<file path="src/rtl/loader_pkg.sv">
// Shared types and constants for the program-memory loader.
package loader_pkg;

   typedef enum logic [2:0] {
      S_IDLE  = 3'd0,
      S_HI    = 3'd1,
      S_LO    = 3'd2,
      S_WRITE = 3'd3,
      S_DONE  = 3'd4
   } loader_state_t;

   localparam int BYTES_PER_INSTR = 2;

endpackage

</file>
<file path="src/rtl/prog_loader.sv">
// Fills the writable program store from a byte stream: big-endian byte pairs
// become 16-bit words written to addresses 0..2**p_size-1 while the CPU is held.
module prog_loader
   import loader_pkg::*;
#(
   parameter int p_size = 4,
   parameter int i_size = 16
) (
   input  logic              clk,
   input  logic              reset,
   input  logic              load_req,
   input  logic [7:0]        byte_in,
   input  logic              byte_valid,
   output logic              byte_ready,
   output logic              wr_en,
   output logic [p_size-1:0] wr_addr,
   output logic [i_size-1:0] wr_data,
   output logic              cpu_hold,
   output logic              done,
   output logic [2:0]        o_dbg_state
);

   if (i_size != 8 * BYTES_PER_INSTR) begin : g_bad_i_size
      $error("prog_loader: i_size must be 16 (two bytes per instruction)");
   end

   // Handshake: a byte moves on a rising edge where byte_valid && byte_ready;
   // byte_ready depends on state only, so the producer never sees a comb loop.

   loader_state_t     r_state;
   loader_state_t     w_next_state;
   logic [p_size-1:0] r_addr_cnt;
   logic [i_size-1:0] r_wr_data;
   logic              w_hi_xfer;
   logic              w_lo_xfer;
   logic              w_last;

   assign w_hi_xfer = (r_state == S_HI) && byte_valid;
   assign w_lo_xfer = (r_state == S_LO) && byte_valid;
   assign w_last    = &r_addr_cnt;

   always_ff @(posedge clk) begin
      if (reset) begin
         r_state <= S_IDLE;
      end else begin
         r_state <= w_next_state;
      end
   end

   always_ff @(posedge clk) begin
      if (reset) begin
         r_addr_cnt <= '0;
         r_wr_data  <= '0;
      end else begin
         if ((r_state == S_IDLE) && load_req) begin
            r_addr_cnt <= '0;
         end
         if (w_hi_xfer) begin
            r_wr_data[i_size-1 -: 8] <= byte_in;
         end
         if (w_lo_xfer) begin
            r_wr_data[7:0] <= byte_in;
         end
         // The last address exits to DONE, so the counter never wraps.
         if ((r_state == S_WRITE) && !w_last) begin
            r_addr_cnt <= r_addr_cnt + 1'b1;
         end
      end
   end

   always_comb begin
      w_next_state = r_state;
      byte_ready   = 1'b0;
      wr_en        = 1'b0;
      done         = 1'b0;
      cpu_hold     = 1'b1;
      case (r_state)
         S_IDLE: begin
            cpu_hold = 1'b0;
            if (load_req) begin
               w_next_state = S_HI;
            end
         end
         S_HI: begin
            byte_ready = 1'b1;
            if (byte_valid) begin
               w_next_state = S_LO;
            end
         end
         S_LO: begin
            byte_ready = 1'b1;
            if (byte_valid) begin
               w_next_state = S_WRITE;
            end
         end
         S_WRITE: begin
            wr_en        = 1'b1;
            w_next_state = w_last ? S_DONE : S_HI;
         end
         S_DONE: begin
            done         = 1'b1;
            w_next_state = S_IDLE;
         end
         default: begin
            cpu_hold     = 1'b0;
            w_next_state = S_IDLE;
         end
      endcase
   end

   assign wr_addr     = r_addr_cnt;
   assign wr_data     = r_wr_data;
   assign o_dbg_state = r_state;

endmodule

</file>
<file path="config.mk">
export PLATFORM = sky130hd
export DESIGN_NAME = prog_loader
export DESIGN_NICKNAME = d
export VERILOG_FILES = /design/src/rtl/loader_pkg.sv /design/src/rtl/prog_loader.sv
export SDC_FILE = /design/constraint.sdc
export NUM_CORES = 1
export LEC_CHECK = 0
export BUFFER_PORTS_ARGS = -buffer_cell sky130_fd_sc_hd__buf_2
export CAP_MARGIN = 25
export CORE_UTILIZATION = 45
export CTS_BUF_LIST = sky130_fd_sc_hd__clkbuf_4
export DETAILED_ROUTE_END_ITERATION = 16
export PLACE_DENSITY_LB_ADDON = 0.12
export SLEW_MARGIN = 40
export SYNTH_ARGS = -nofsm -noshare
export SYNTH_HDL_FRONTEND = slang
export SYNTH_SLANG_ARGS = --single-unit
</file>
<file path="constraint.sdc">
create_clock -name clk -period 2.7 [get_ports clk]
set_clock_uncertainty 0.15 [all_clocks]
set_input_delay 0.54 -clock clk [delete_from_list [all_inputs] [get_ports clk]]
set_output_delay 0.54 -clock clk [all_outputs]
set_load 0.005 [all_outputs]
</file>
==> results of run 1 <==
stage by stage:
step                hold slack [ns]  cells  worst slack, ns  total power [mW]
floorplan                     0.335     99             1.25             0.420
global placement              0.320    157             1.06             0.442
detailed placement            0.331    157            0.991             0.445
global route                  0.320    161            0.547             0.633
CTS                           0.315    161            0.656             0.611
finish                        0.320    161            0.664             0.601
layout make-up:
cell class / instances / area (µm²) / share of cell area, %
multi-input cells: 68 / 495 / 40.8
repair buffers: 38 / 190 / 15.7
well taps: 27 / 33.8 / 2.78
clock buffers: 4 / 30.0 / 2.47
inverters: 1 / 3.75 / 0.309
flip-flops and latches: 23 / 460 / 37.9
worst reg2reg max path: stages (launching register included):
cell and delay [ns]:
dfxtp_1 0.59, and4bb_2 0.49, mux2i_1 0.25, nor2_1 0.05
sequential cells by signal, summed over array words and instances (netlist names):
name / cells
o_dbg_state: 3
wr_addr: 4
wr_data: 16
Yosys cell counts:
library cell,instances
buf_6,3
and3_2,1
dfxtp_1,23
xnor2_1,1
nand3b_4,1
or4b_4,1
a21oi_1,4
ha_1,1
o21ai_1,1
o21a_1,1
nor2b_1,2
and4bb_2,2
nor2_1,17
and2_2,1
a31oi_1,1
nor3_1,2
o211ai_1,2
o211ai_2,1
nand4_1,1
inv_1,1
buf_4,3
a2111oi_0,1
clkbuf_1,1
nand3_1,3
nand2b_1,2
or3_1,2
nand3b_1,1
a211oi_1,2
mux2i_1,17
worst max path at each step:
stage                   startpoint         end
floorplan           o_dbg_state[0]  byte_ready
global placement    o_dbg_state[0]        done
detailed placement      byte_valid  wr_data[3]
CTS                 o_dbg_state[0]       wr_en
global route        o_dbg_state[0]       wr_en
finish              o_dbg_state[0]       wr_en
power by group:
group	total, mW	switching, mW	internal [mW]
Sequential	0.362	0.0120	0.350
Combinational	0.0736	0.0350	0.0386
Clock	0.166	0.0981	0.0678
metal layers:
metal | wire length, µm | track usage, %
met5 | 0 | 0
met4 | 13 | 4.29
met3 | 98 | 5.86
met2 | 857 | 28.2
met1 | 932 | 18.3
cell families after synthesis:
group | share of synthesized area [%]
adder cells (fa/ha/maj) | 1.23
multiplexers | 16.7
AND/OR/NAND/NOR | 21.0
buffers and inverters | 6.26
XOR/XNOR | 0.859
flip-flops | 45.2
AO/OA/AOI/OAI | 8.83
==> results.yml, run 1 <==
yosys:
  synth_cell_type_count: 29
  yosysTopAreaCell: "dfxtp_1"
  ys.warnings.count: 0
  synth_fp_nets: 112
  synth.area.top_cells: "dfxtp_1 45%, mux2i_1 17%, nor2_1 6.3%"
  synth_top_cell_area_share_pct: 45.2
  syn_area_um2: 1020
  ys_seq_area_share_pct: 45.2
  avgSynthCellArea_um2: 10.3
  syn_inst: 99
  synth-seq-cells: 23
global_routing:
  grt_overflow: 0
  gr-usage-all-layers_pct: 16.1
  antenna_found_initial: 0
  grt_max_degree: 24
  grt_pass1_wl_um: 3040
  grt_pass1_vias: 710
sta:
  setup_viol: 0
  timing.fmax_ghz: 0.491
  period_minus_slack_ns: 2.04
  relSlewSlack_pct: 73.0
  tightest_slew_ns: 0.404
  rsz0062_at_grt: "false"
  slew_viol_final: 0
  min_period_over_period_pct: 75.4
  hold_violations: 0
  fin_tns_setup_ns: 0
critical_path:
  crit_family: "flip-flops"
  r2r_start: "o_dbg_state[0]"
  cp_cell_sequence: "nand3b_4, inv_1, buf_2"
  regToRegEndpoint: "wr_data[10]"
  crit_required_ns: 2.01
  r2r_slack_ns: 1.05
  endpoint_kind: "primary output"
  worst_r2r_path_depth: 3
  start_kind: "register"
  arrival_ns: 1.35
  crit_fanout: 12
  worst-path-buf-inv: 2
  cp_slowest_stage_delay_ns: 0.59
  worstSetupPathType: "register to primary output"
  cp.depth: 3
  crit_slowest_cell: "dfxtp_1"
finish:
  fin_nets: 148
  layout-drive-gt1-share_pct: 36.6
  final_common_cell: "buf_2"
  antennaDiodeCount: 0
  final_util_pct: 59.4
  fillerInstances: 203
  layout_common_cells: "38 x buf_2, 23 x dfxtp_1, 17 x nor2_1, 17 x mux2i_1"
  area_growth_pct: 19.0
  final_cell_area_um2: 1210
detailed_routing:
  drt_iter0_markers: 5
  antenna_left: 0
  wirelength_um: 1900
  routed-via-count: 815
  drc: 0
  wl_per_cell_um: 11.8
  first_pass_iters: 4
  vias_per_cell: 5.06
power:
  power.leakage_nw: 0.559
  vdd_drop_max_uv: 441
  power_density_nw_per_um2: 496
clocking:
  holdBufCountCts: 0
  cts_made_buffers: 3
  clk_latency_ns: 0.31
  h-tree-depth: 1
  cts_tree: "built"
  root_buffer: "clkbuf_4"
  clockBufferDepth: 2
  cts.reportedPaths.clkPinSlew_ns: 0.13
  clock-sinks: 23
  ctsResizeCount: 0
  postCtsSetupRepairBufs: 0
floorplan:
  rows: 16
  die_h_um: 49.6
  die_area_um2: 2460
  core-area_um2: 2040
  die_w_um: 49.6
  ios: 39
  initial_utilization_pct: 49.9
flow_run:
  cap_violations: 0
worst_hold_path:
  hp-class: "input pin to register"
  whs_endpoint: "wr_data[2]"
  min-delay-start: "byte_in[2]"
  min_path_cells: 3
placed_design:
  place_area_um2: 1180
  dpl.hpwl_um: 1410
  gp_congestion: 0.798
  portBuffers: 38
outcome:
  status: "completed"
Power figures use the tool's default switching activity.
==> run 2: changes to the inputs <==
==> constraint.sdc (replaced) <==
create_clock -name clk -period 1.8 [get_ports clk]
set_clock_uncertainty 0.15 [all_clocks]
set_input_delay 0.36 -clock clk [delete_from_list [all_inputs] [get_ports clk]]
set_output_delay 0.36 -clock clk [all_outputs]
set_load 0.005 [all_outputs]
==> results.yml, run 2 (synthesis gave the netlist of run 1 again) <==
outcome:
  status: "completed"
worst_hold_path:
  hp-class: "input pin to register"
finish:
  regArea_um2: 464
  layout-drive-gt1-share_pct: 38.8
  fillerInstances: 196
  area_growth_pct: 19.1
  antennaDiodeCount: 0
  final_util_pct: 59.5
  instances_no_fill: 161
  final_common_cell: "buf_2"
  multi_input_area_um2: 495
  fin_nets: 148
  layout_common_cells: "38 x buf_2, 20 x dfxtp_1, 17 x nor2_1, 17 x mux2i_1, 4 x a21oi_1"
  largest_reg_flops: 16
floorplan:
  ios: 39
  initial_utilization_pct: 49.9
  rows: 16
  die_h_um: 49.6
  die_area_um2: 2460
  die_w_um: 49.6
  core-area_um2: 2040
power:
  power.leakage_nw: 0.559
  vdd_drop_max_uv: 469
  power_density_nw_per_um2: 730
detailed_routing:
  antenna_left: 0
  wirelength_um: 1960
  drt_iter0_markers: 12
  drc: 0
  vias_per_cell: 5.22
  wl_per_cell_um: 12.2
  first_pass_iters: 4
  routed-via-count: 840
global_routing:
  grt_pass1_vias: 749
  antenna_found_initial: 0
  grt_overflow: 0
  gr-usage-all-layers_pct: 17.0
  grt_pass1_wl_um: 3260
  grt_max_degree: 24
sta:
  tightest_slew_ns: 0.408
  hold_violations: 0
  min_period_over_period_pct: 94.1
  hold_slack_ns: 0.150
  period_minus_slack_ns: 1.69
  fin_tns_setup_ns: 0
  relSlewSlack_pct: 72.8
  slew_viol_final: 0
  setup_viol: 0
  timing.fmax_ghz: 0.590
  rsz0062_at_grt: "false"
clocking:
  cts_tree: "built"
  clk_latency_ns: 0.30
  clockBufferDepth: 2
  cts.reportedPaths.clkPinSlew_ns: 0.13
  h-tree-depth: 1
  root_buffer: "clkbuf_4"
  cts_made_buffers: 3
  holdBufCountCts: 0
  clock-sinks: 23
critical_path:
  start_kind: "register"
  cp_slowest_stage_delay_ns: 0.47
  crit_required_ns: 1.29
  arrival_ns: 1.18
  cp_cell_sequence: "nand3b_4, inv_1, buf_2"
  crit_slowest_cell: "dfxtp_2"
  crit_fanout: 12
  endpoint_kind: "primary output"
  worstSetupPathType: "register to primary output"
flow_run:
  cap_violations: 0
placed_design:
  dpl.hpwl_um: 1430
  dpl.cell_count: 157
  portBuffers: 38
  gp_congestion: 0.788
==> run 2: cell types whose count changed in the layout (fill, tap and decap cells not counted), sizes merged <==
cell    delta
clkbuf     -1
clkinv     +1
==> run 2: repair_timing <==
item	4_1_cts	5_1_grt
setup buffers	0	0
resized for setup	3	0
setup endpoints to repair	2	0
==> run 2: stage by stage <==
stage          total power [mW]  area (µm²)  worst slack [ns]
6_report                  0.887        1210             0.106
5_1_grt                   0.930        1210            0.0232
4_1_cts                   0.900        1210             0.102
3_5_place_dp              0.667        1180             0.203
3_3_place_gp              0.664        1180             0.243
2_1_floorplan             0.630        1020             0.369
==> run 2: worst max-delay path: cells and delay by family (launching register included) <==
kind / cells / cell delay [ns]
simple gates: 1 / 0.15
flops: 1 / 0.47
buf+inv: 2 / 0.27
==> run 2: final timing paths <==
path | from | end | slack, ns | depth (start not counted)
hold reg to reg | wr_data[7] | wr_data[7] | 0.36 | 2
setup / recovery | o_dbg_state[0] | wr_en | 0.11 | 3
setup reg to reg | wr_addr[0] | o_dbg_state[0] | 0.24 | 4
hold / removal | byte_in[7] | wr_data[7] | 0.15 | 3
==> run 2: final cells by class <==
class / instances / share of cell area [%]
multi-input cells: 68 / 40.8
flip-flops and latches: 23 / 38.2
repair buffers: 38 / 15.7
well taps: 27 / 2.78
clock buffers: 3 / 1.85
clock inverters: 1 / 0.412
inverters: 1 / 0.309
==> run 2: layer usage <==
layer,vias up,wire length [µm],GRT usage (%)
met3,2,88,4.01
met1,388,903,21.3
met4,0,10,4.29
met5,-,0,0
met2,28,958,29.1
li1,422,-,-
==> run 2: power breakdown <==
| group | internal (mW) | switching, mW |
|---|---|---|
| logic | 0.0580 | 0.0531 |
| clock network | 0.0827 | 0.149 |
| registers | 0.526 | 0.0183 |
